--- src/rtl/shift_register_param_pkg.sv ---
// Shared mode encodings and sizing helpers for the universal shift register.
package shift_register_param_pkg;

    typedef enum logic [1:0] {
        MODE_HOLD = 2'b00,
        MODE_SHL  = 2'b01,
        MODE_SHR  = 2'b10,
        MODE_LOAD = 2'b11
    } shift_mode_e;

    // Bits needed to hold a shift count of 0..width.
    function automatic int count_bits(input int width);
        return $clog2(width + 1);
    endfunction

endpackage

--- src/rtl/shift_register_param_word_counter.sv ---
// Word counter: counts shifts and raises a one-cycle wrap pulse every WIDTH shifts.
module shift_word_counter
    import shift_register_param_pkg::*;
#(
    parameter int WIDTH = 4
) (
    input  logic clk,
    input  logic reset,
    input  logic inc,
    input  logic clr,
    output logic wrap
);

    localparam int CNT_W = count_bits(WIDTH);

    logic [CNT_W-1:0] cnt;

    // A parallel load restarts the word; any cycle without a shift drops the pulse.
    always_ff @(posedge clk or negedge reset) begin
        if (!reset) begin
            cnt  <= '0;
            wrap <= 1'b0;
        end else if (clr) begin
            cnt  <= '0;
            wrap <= 1'b0;
        end else if (inc) begin
            if (cnt == CNT_W'(WIDTH - 1)) begin
                cnt  <= '0;
                wrap <= 1'b1;
            end else begin
                cnt  <= cnt + CNT_W'(1);
                wrap <= 1'b0;
            end
        end else begin
            wrap <= 1'b0;
        end
    end

endmodule

--- src/rtl/shift_register_param.sv ---
// Parametrised universal shift register (hold / shift left / shift right / load).
// Optional parity output enabled by defining SHIFT_PARITY_EN.
module shift_register_param
    import shift_register_param_pkg::*;
#(
    parameter int               WIDTH     = 4,
    parameter logic [WIDTH-1:0] RESET_VAL = '0
) (
    input  logic             clk,
    input  logic             reset,
    input  logic             en,
    input  logic [1:0]       mode,
    input  logic             d_in,
    input  logic [WIDTH-1:0] p_in,
    output logic [WIDTH-1:0] out,
    output logic             serial_out,
    output logic             word_valid
`ifdef SHIFT_PARITY_EN
    ,
    output logic             parity
`endif
);

    shift_mode_e mode_sel;
    logic        cnt_inc;
    logic        cnt_clr;

    always_comb begin
        mode_sel = shift_mode_e'(mode);
        cnt_inc  = en && (mode_sel == MODE_SHL || mode_sel == MODE_SHR);
        cnt_clr  = en && (mode_sel == MODE_LOAD);
    end

    // serial_out only moves on a shift so it always shows the last bit that left.
    always_ff @(posedge clk or negedge reset) begin
        if (!reset) begin
            out        <= RESET_VAL;
            serial_out <= 1'b0;
        end else if (en) begin
            case (mode_sel)
                MODE_SHL: begin
                    out        <= {out[WIDTH-2:0], d_in};
                    serial_out <= out[WIDTH-1];
                end
                MODE_SHR: begin
                    out        <= {d_in, out[WIDTH-1:1]};
                    serial_out <= out[0];
                end
                MODE_LOAD: out <= p_in;
                default: ;
            endcase
        end
    end

    shift_word_counter #(
        .WIDTH (WIDTH)
    ) u_word_counter (
        .clk   (clk),
        .reset (reset),
        .inc   (cnt_inc),
        .clr   (cnt_clr),
        .wrap  (word_valid)
    );

`ifdef SHIFT_PARITY_EN
    assign parity = ^out;
`endif

endmodule

--- config.mk ---
export PLATFORM = sky130hd
export DESIGN_NAME = shift_register_param
export DESIGN_NICKNAME = d
export VERILOG_FILES = /design/src/rtl/shift_register_param_pkg.sv /design/src/rtl/shift_register_param_word_counter.sv /design/src/rtl/shift_register_param.sv
export SDC_FILE = /design/constraint.sdc
export NUM_CORES = 1
export LEC_CHECK = 0
export ABC_AREA = 1
export CELL_PAD_IN_SITES_DETAIL_PLACEMENT = 0
export CELL_PAD_IN_SITES_GLOBAL_PLACEMENT = 2
export CORE_MARGIN = 8
export CORE_UTILIZATION = 25
export DETAILED_ROUTE_END_ITERATION = 16
export PLACE_DENSITY_LB_ADDON = 0.05
export REMOVE_ABC_BUFFERS = 1
export SETUP_SLACK_MARGIN = 0.02
export SYNTH_ARGS = -nofsm -noshare
export SYNTH_HDL_FRONTEND = slang
export SYNTH_SLANG_ARGS = --single-unit
export TNS_END_PERCENT = 20
--- constraint.sdc ---
create_clock -name clk -period 1.7 [get_ports clk]
set_input_delay 0.425 -clock clk [delete_from_list [all_inputs] [get_ports clk]]
set_output_delay 0.425 -clock clk [all_outputs]
set_load 0.05 [all_outputs]
==> out/qor.yml <==
timing:
  final_hold_viol_count: 0
  slew-limit-headroom: 0.702
  tns_ps: 0
  fin_skew_ps: 0.264
  min_period_over_period: 0.866
  setup_ws_ps: 228
  rsz0062_at_grt: "no"
  worstMarginPinSlew_ps: 446
  finalSetupViolCount: 0
  slew_viol_final: 0
  min_period_ps: 1470
  max_freq_ghz: 0.679
  holdWs_ps: 477
setup_path:
  cp_max_fo: 4
  path_buf_inv: 3
  r2r.worst_path.cells: 6
  critPathTopFamily: "buffers and inverters"
  cp.arrival_ps: 1660
  crit_cells: 8
  crit_path_frequent_cell: "nand2_1"
  max_stage_delay_ps: 480
  cp_cell_sequence: "clkdlybuf4s50_1 > inv_1 > ha_1 > nand2_2 > inv_2 > nand2_1 > nand2_1 > nor2_1"
  setup.worst_path.end_class: "flip-flop"
  slowest_stage: "clkdlybuf4s50_1"
  path_class: "input pin to flip-flop"
  cp-start-kind: "input pin"
  required_ps: 1890
placed_design:
  port_buffers: 15
  place_hpwl_um: 1110
  post-place-ws_ps: -61.1
  placed_cell_area_um2: 803
  gp_congestion: 0.756
floorplan:
  die_area_mm2: 0.00391
  die_y_um: 62.5
  initial_core_util: 0.254
  pin_count: 16
  coreArea_mm2: 0.00213
  fp-row-count: 17
  die_x_um: 62.5
power_and_ir_drop:
  swShare: 0.377
  power.density_mw_per_mm2: 998
  p_sw_mw: 0.312
  internal_power_mw: 0.516
  pwr-share-comb: 0.425
  ir_worst_vdd_v: 0.000452
  power.share.clock: 0.201
  seq_power_share: 0.374
  p_leak_nw: 0.454
layout:
  nNetsFinal: 115
  fill_cells: 235
  drive_gt1_frac: 0.170
  post-route-cell-area_um2: 830
  diodes: 0
  fin_util: 0.390
  area_growth_pct: 53.5
global_route:
  antenna_found_initial: 0
  grt_overflow: 0
  grtUsageTotal: 0.0780
  grt_pass1_wl_um: 2490
  grt_max_degree: 10
  grt_pass1_vias: 569
clocking:
  cts_sinks: 9
  cts.reportedPaths.clkPinSlew_ps: 60
  clock_latency_ps: 260
  cts_buffers: 3
  h-tree-depth: 1
  post_cts_resized: 0
  clockBufferDepth: 2
  cts_setup_buffers: 0
  clock-root-buffer: "clkbuf_4"
  cts_tree: "yes"
  cts_hold_buf: 0
synth:
  yosysWarningCount: 0
  ys.flop_type: "dfrtp_1"
  synth_top_area_cell: "dfrtp_1"
  ys_async_sr_fraction: 1.00
  yosysTopAreaCellShare: 0.417
  synth.most_common_cell: "nand2_1"
  synth_seq_cells: 9
  synth_seq_area_share: 0.417
  synthesis.instances: 77
  yosys-top-cells-area: "dfrtp_1, nand2_1, ha_1, inv_1, a21oi_1"
  syn_area_per_cell_um2: 7.02
  syn_area_um2: 541
  synth_edf_count: 0
  yosysUniqueCellTypes: 12
  synthTopCellsByCount: "nand2_1, inv_1, dfrtp_1, a21oi_1, ha_1"
detailed_routing:
  avgRoutedWirePerCell_um: 10.6
  vias_per_cell: 3.92
  drt-total-wl_um: 1350
  drt-initial-drc-count: 7
  firstDrtPassIters: 3
  num_vias: 502
  ant_nets: 0
  drc: 0
job:
  drv_cap: 0
outcome:
  outcome: "completed"
worst_hold_path:
  min_path_type: "input pin to async pin"
[per-layer routing]
metal	GRT usage	up-vias	routed length [µm]
li1	-	274	-
met1	0.0810	219	536
met2	0.136	7	730
met3	0.0358	2	71
met4	0.0256	0	12
met5	0	-	0
[metrics by stage]
stage	instances	power, mW
4_1_cts	128	0.847
3_5_place_dp	124	0.671
3_3_place_gp	124	0.674
2_1_floorplan	77	0.494
5_1_grt	128	0.890
6_report	128	0.828
[flip-flops by register name, summed over array words and instances, names as in the netlist]
signal	flops
u_word_counter.cnt	3
u_word_counter.wrap	1
out	4
serial_out	1
[worst reg2reg max path: cells and delay by family (launching register included)]
| family | cells | cell delay (ps) |
|---|---|---|
| buffers and inverters | 1 | 70 |
| AND/OR/NAND/NOR | 4 | 260 |
| adder cells (fa/ha/maj) | 1 | 220 |
| flip-flops | 1 | 390 |
[cells in the final DEF, fill, tap and decap left out]
cell type,instances
buf_4,5
dfrtp_1,9
clkbuf_4,3
inv_2,1
a21oi_1,5
xor2_1,1
ha_1,4
o21ai_0,1
nor2_1,3
nor2_2,1
clkdlybuf4s50_1,9
nand2_1,39
nor2_4,1
clkbuf_1,1
inv_1,11
nand2_2,1
buf_12,5
[kinds of logic (layout without fill, tap and decap cells)]
group	Yosys count	in the layout	share of synthesized area
xor+xnor	1	1	0.0162
compound gates	6	6	0.0555
fa+ha+maj	4	4	0.0926
simple gates	45	45	0.336
buf+inv	12	35	0.0833
flops	9	9	0.417
[path summary, 6_finish.rpt]
path / start / endpoint / slack [ps]
max: mode[0] / u_word_counter.cnt[0]$_DFFE_PN0P_ / 230
min: reset / out[0]$_DFFE_PN0P_ / 480
max reg2reg: u_word_counter.cnt[0]$_DFFE_PN0P_ / u_word_counter.cnt[0]$_DFFE_PN0P_ / 710
min reg2reg: u_word_counter.cnt[2]$_DFFE_PN0P_ / u_word_counter.cnt[2]$_DFFE_PN0P_ / 530
max in group asynchronous: reset / u_word_counter.wrap$_DFF_PN0_ / 910
min in group clk: u_word_counter.cnt[2]$_DFFE_PN0P_ / u_word_counter.cnt[2]$_DFFE_PN0P_ / 530
[cell type report]
cell class / count / area [µm²] / share of cell area
Clock buffer: 4 / 26.3 / 0.0317
Inverter: 12 / 45.0 / 0.0543
Multi-Input combinational cell: 56 / 270 / 0.326
Sequential cell: 9 / 225 / 0.271
Tap cell: 28 / 35.0 / 0.0422
Timing Repair Buffer: 19 / 228 / 0.275
[power by group through the flow]
| stage | logic (mW) | registers, mW | clock network, mW |
|---|---|---|---|
| after floorplan | 0.117 | 0.378 | 0 |
| after global placement | 0.359 | 0.315 | 0 |
| after detailed placement | 0.356 | 0.315 | 0 |
| after CTS | 0.360 | 0.313 | 0.175 |
| after global routing | 0.392 | 0.317 | 0.181 |
| final | 0.352 | 0.310 | 0.166 |
Note: power is estimated with default switching activity, not from simulation.
